[src/rtl/fft_reorder_pkg.sv]
// rtl/fft_reorder_pkg.sv - shared sample types, FSM encodings and bit-reversal helper
package fft_reorder_pkg;

  localparam int FPT_W    = 32;
  localparam int FPT_FRAC = 16;

  // Fixed-point sample with 16 fractional bits; a complex sample is [1]=real, [0]=imag
  typedef logic signed [FPT_W-1:0] fpt;
  typedef fpt [1:0] cpx;

  typedef enum logic {W_IDLE, W_FILL} wr_state_t;
  typedef enum logic {R_IDLE, R_READ} rd_state_t;

  // Reverses the low n bits of idx; callers truncate to their own address width
  function automatic logic [31:0] bitrev(input int n, input logic [31:0] idx);
    logic [31:0] r;
    r = '0;
    for (int i = 0; i < n; i++) begin
      r[5'(i)] = idx[5'(n - 1 - i)];
    end
    return r;
  endfunction

endpackage

[src/rtl/fft_reorder_bank.sv]
// rtl/fft_reorder_bank.sv - L x 64-bit memory, one write port and one registered read port
module reorder_bank
  import fft_reorder_pkg::*;
#(
  parameter int N = 3
) (
  input  logic         clk,
  input  logic         we,
  input  logic [N-1:0] waddr,
  input  cpx           wdata,
  input  logic [N-1:0] raddr,
  output cpx           rdata
);

  cpx mem [1 << N];

  always_ff @(posedge clk) begin
    if (we) begin
      mem[waddr] <= wdata;
    end
    rdata <= mem[raddr];
  end

endmodule

[src/rtl/fft_reorder.sv]
// rtl/fft_reorder.sv - ping-pong buffer turning bit-reversed FFT frames into natural order
module fft_reorder
  import fft_reorder_pkg::*;
#(
  parameter  int N = 3,
  localparam int L = 1 << N
) (
  input  logic     clk,
  input  logic     rst_n,
  input  fpt [1:0] ip,
  input  logic     start_ip,
  output fpt [1:0] op,
  output logic     start_op,
  output logic     valid_op
);

  localparam logic [N-1:0] LAST = N'(L - 1);

  wr_state_t    w_state, w_state_nxt;
  logic [N-1:0] wr_cnt, wr_cnt_nxt;
  logic         wr_bank, wr_bank_nxt;
  logic         we;
  logic [N-1:0] waddr;
  logic         frame_done;

  rd_state_t    r_state, r_state_nxt;
  logic [N-1:0] rd_cnt, rd_cnt_nxt;
  logic         rd_bank, rd_bank_nxt;
  logic [N-1:0] rd_addr;
  logic         q_bank;

  cpx           q0, q1;

  // A start pulse always restarts the fill at address 0 of the current bank
  always_comb begin
    w_state_nxt = w_state;
    wr_cnt_nxt  = wr_cnt;
    wr_bank_nxt = wr_bank;
    we          = 1'b0;
    waddr       = wr_cnt;
    frame_done  = 1'b0;
    if (start_ip) begin
      we          = 1'b1;
      waddr       = '0;
      wr_cnt_nxt  = N'(1);
      w_state_nxt = W_FILL;
    end else if (w_state == W_FILL) begin
      we         = 1'b1;
      wr_cnt_nxt = wr_cnt + N'(1);
      if (wr_cnt == LAST) begin
        wr_bank_nxt = ~wr_bank;
        frame_done  = 1'b1;
        w_state_nxt = W_IDLE;
      end
    end
  end

  always_ff @(posedge clk or negedge rst_n) begin
    if (!rst_n) begin
      w_state <= W_IDLE;
      wr_cnt  <= '0;
      wr_bank <= 1'b0;
    end else begin
      w_state <= w_state_nxt;
      wr_cnt  <= wr_cnt_nxt;
      wr_bank <= wr_bank_nxt;
    end
  end

  // frame_done wins over the end of a readout so back-to-back frames leave no gap
  always_comb begin
    r_state_nxt = r_state;
    rd_cnt_nxt  = rd_cnt;
    rd_bank_nxt = rd_bank;
    if (r_state == R_READ) begin
      rd_cnt_nxt = rd_cnt + N'(1);
      if (rd_cnt == LAST) begin
        r_state_nxt = R_IDLE;
      end
    end
    if (frame_done) begin
      r_state_nxt = R_READ;
      rd_cnt_nxt  = '0;
      rd_bank_nxt = wr_bank;
    end
  end

  always_ff @(posedge clk or negedge rst_n) begin
    if (!rst_n) begin
      r_state  <= R_IDLE;
      rd_cnt   <= '0;
      rd_bank  <= 1'b0;
      valid_op <= 1'b0;
      start_op <= 1'b0;
      q_bank   <= 1'b0;
    end else begin
      r_state  <= r_state_nxt;
      rd_cnt   <= rd_cnt_nxt;
      rd_bank  <= rd_bank_nxt;
      valid_op <= (r_state == R_READ);
      start_op <= (r_state == R_READ) && (rd_cnt == '0);
      q_bank   <= rd_bank;
    end
  end

  always_comb begin
    rd_addr = N'(bitrev(N, 32'(rd_cnt)));
  end

  reorder_bank #(.N(N)) u_bank0 (
    .clk   (clk),
    .we    (we && !wr_bank),
    .waddr (waddr),
    .wdata (ip),
    .raddr (rd_addr),
    .rdata (q0)
  );

  reorder_bank #(.N(N)) u_bank1 (
    .clk   (clk),
    .we    (we && wr_bank),
    .waddr (waddr),
    .wdata (ip),
    .raddr (rd_addr),
    .rdata (q1)
  );

  // Bank read data is already registered; gating with valid_op zeroes idle output
  always_comb begin
    op = '0;
    if (valid_op) begin
      op = q_bank ? q1 : q0;
    end
  end

endmodule

[config.mk]
export PLATFORM = sky130hd
export DESIGN_NAME = fft_reorder
export DESIGN_NICKNAME = d
export VERILOG_FILES = /design/src/rtl/fft_reorder_pkg.sv /design/src/rtl/fft_reorder_bank.sv /design/src/rtl/fft_reorder.sv
export SDC_FILE = /design/constraint.sdc
export NUM_CORES = 1
export LEC_CHECK = 0
export BUFFER_PORTS_ARGS = -buffer_cell sky130_fd_sc_hd__buf_4
export CORE_MARGIN = 8
export CORE_UTILIZATION = 58
export CTS_BUF_LIST = sky130_fd_sc_hd__clkbuf_4 sky130_fd_sc_hd__clkbuf_8
export CTS_CLUSTER_DIAMETER = 30
export DETAILED_ROUTE_END_ITERATION = 7
export GPL_TIMING_DRIVEN = 0
export HOLD_SLACK_MARGIN = 0.1
export PLACE_DENSITY_LB_ADDON = 0.2
export REMOVE_ABC_BUFFERS = 1
export SYNTH_ARGS = -nofsm -noshare
export SYNTH_HDL_FRONTEND = slang
export SYNTH_SLANG_ARGS = --single-unit
[constraint.sdc]
create_clock -name clk -period 8.1 [get_ports clk]
set_clock_uncertainty 0.2 [all_clocks]
set_input_delay 0.81 -clock clk [delete_from_list [all_inputs] [get_ports clk]]
set_output_delay 0.81 -clock clk [all_outputs]
set_load 0.02 [all_outputs]
==> results.cfg <==
[clocking]
worst_setup_hold_path_clk_slew_ps = 60
tritoncts.num_buffers = 192
clk-insertion-delay-late_ps = 820
cts_max_path_bufs = 3
ctsResizeCount = 0
cts_tree = yes
cts_root_buf = clkbuf_8
cts.sinks = 1165
post_cts_setup_driven_buffer_insertion_count = 0
htreeDepth = 4
postCtsHoldBufs = 68

[setup_path]
worst-endpoint-arrival_ps = 2590
worstSetupEndpointType = output port
r2r-start = w_state
path_max_fanout = 29
startpoint_type = flip-flop
critPathLaunch = q_bank
required_ps = 7090
timing.setup.critical_path_class = flip-flop to output port

[cells_and_area]
layoutNonFillerInstCount = 3360
area.growth.synth_to_final_pct = 19.4
layout.filler_cells = 4422
nNetsFinal = 2295
final_cell_mix = edfxtp_1 (1,024), clkbuf_8 (218), buf_4 (162)
layout_commonest_cell = edfxtp_1
post_route_cells_drive_above_1_share = 0.366

[global_routing]
antenna_found_initial = 4
gr-usage-all-layers = 0.213
grt_first_pass_wirelength_um = 130000
vias_in_the_first_global_route = 21000
grt_start_max_net_pins = 95
grt-ovfl-total = 0

[floorplan]
dieArea_mm2 = 0.0835
core_region_area_mm2 = 0.0741
die_w_um = 289
initial_core_util = 0.583
die_y_um = 289
number_of_placed_i_o_pins = 133
fp-row-count = 100

[logic_synthesis]
synth.lib_cells_used.distinct = 32
yosys_warnings = 0
synth.area.top_cells = edfxtp_1 (71%), mux4_2 (8.1%), mux4_1 (6.1%)
synth_sequential_area_ratio = 0.778
syn-instance-count = 1821
synth_largest_area_cell = edfxtp_1
mappedNetlistArea_mm2 = 0.0432
postSynthAreaPerCell_um2 = 23.7
synthDominantCellAreaShare = 0.712
yosys_register_bits = 1165

[drt]
dr_wl_met3_um = 5340
detail_route.first_pass.iterations = 5
routed-via-count = 19700
postRouteWirelength_um = 88000
dr.first_iter.drc_count = 1749
drt_drc_violations_left = 0
top_layer_used = met5
met2_length_um = 43400
route.antenna.remaining_nets = 0
routed_via_density = 5.88
mean_routed_wirelength_per_cell_um = 26.2
drt-met1-wl_um = 37300

[placement]
final_estimated_routing_congestion_in_global_placement = 0.644
dp_slack_ps = 4400
place_hpwl_um = 51000
io_buffers = 132
dp_cells = 2930

[timing]
final_hold_viol_count = 0
post-route-worst-setup-slack_ps = 4500
grt_setup_unrepaired = false
worst_pin_slew_ps = 943
hold_slack_ps = 245
timing.slew.headroom = 0.370
final.min_clock_period_ps = 3600
finalSetupViolCount = 0
final_min_period_over_clock_period = 0.445
sum_of_negative_setup_slack_ps = 0
report.final.slew_viol_count = 0
clock.fmax_mhz = 277

[status]
outcome = finished clean

[flow_run]
number_of_max_cap_violations = 0

[power]
vdd_drop_max_v = 0.000332
p_leak_nw = 17.5
power.density_mw_per_mm2 = 337
design_power_total_w = 0.0174

[min_path]
worst_hold_check_path_type = flip-flop to flip-flop
hold_path_startpoint = rd_bank
## cells by family after synthesis
logic type	count (synthesis)	share of synthesized area
flip-flops	1165	0.778
multiplexers	453	0.191
AND/OR/NAND/NOR	96	0.0132
buffers and inverters	95	0.0142
adder cells (fa/ha/maj)	5	0.00145
AO/OA/AOI/OAI	4	0.000637
XOR/XNOR	3	0.000608
## synthesized netlist by cell type
library cell / number
and3b_1: 1
buf_1: 12
buf_2: 14
buf_4: 3
buf_6: 24
buf_8: 3
clkbuf_1: 32
clkbuf_4: 1
dfrtp_1: 13
dfxtp_1: 128
dlymetal6s2s_1: 1
edfxtp_1: 1024
ha_1: 5
inv_1: 5
mux2_2: 129
mux2i_1: 68
mux4_1: 100
mux4_2: 156
nand2_1: 3
nand2b_1: 3
nand3b_1: 1
nand4b_1: 1
nand4bb_1: 2
nor2_1: 15
nor2b_1: 64
nor3_1: 3
nor4_1: 2
nor4b_1: 1
o21a_1: 1
o21ai_0: 2
o21ba_2: 1
xnor2_1: 3
## worst paths after layout
path,depth (start not counted),slack (ps),to
worst max register to register,6,4790,u_bank0.mem[3][55]
min in group asynchronous,3,670,w_state
worst min register to register,0,250,q_bank
worst min-delay path,0,250,q_bank
max in group asynchronous,4,5910,rd_cnt[2]
worst max-delay path,4,4500,op[20]
## final cells by class
cell class	instances	area, um^2	area share
antenna	3	7.51	0.000146
clock buffer	267	3370	0.0653
clock inverter	92	1060	0.0205
inverter	5	26.3	0.000509
multi-input combinational	561	9070	0.176
sequential	1165	33700	0.652
tap	969	1210	0.0235
timing repair buffer	298	3180	0.0617
## per-stage QoR
stage / utilization / area, um^2
floorplan: - / 42600
global placement: 0.605 / 44800
detailed placement: 0.627 / 46500
CTS: 0.696 / 51600
global route: 0.696 / 51600
finish: 0.696 / 51600
## registers in the layout, summed over array words and instances, names as in the netlist
register	flops
valid_op	1
u_bank1.mem	512
q_bank	1
wr_bank	1
u_bank0.rdata	64
rd_bank	1
rd_cnt	3
r_state	1
u_bank1.rdata	64
u_bank0.mem	512
wr_cnt	3
start_op	1
w_state	1
## metal layers
layer,up-vias,track usage
li1,8507,-
met1,10400,0.295
met2,655,0.342
met3,155,0.0451
met4,2,0.0709
met5,-,0
## critical path, cell delays in order (launching register included)
cell and delay, ps:
dfrtp_4 690, buf_16 320, mux2i_1 120, nor2b_1 370, buf_4 230
## report_power, final
group / total [W] / switching [W] / leakage, nW / internal, W
combinational: 0.00402 / 0.00189 / 4.69 / 0.00213
sequential: 0.00764 / 0.000317 / 10.5 / 0.00733
clock: 0.00570 / 0.00231 / 2.30 / 0.00339
total: 0.0174 / 0.00452 / 17.5 / 0.0128
Note: power is estimated with default switching activity, not from simulation.
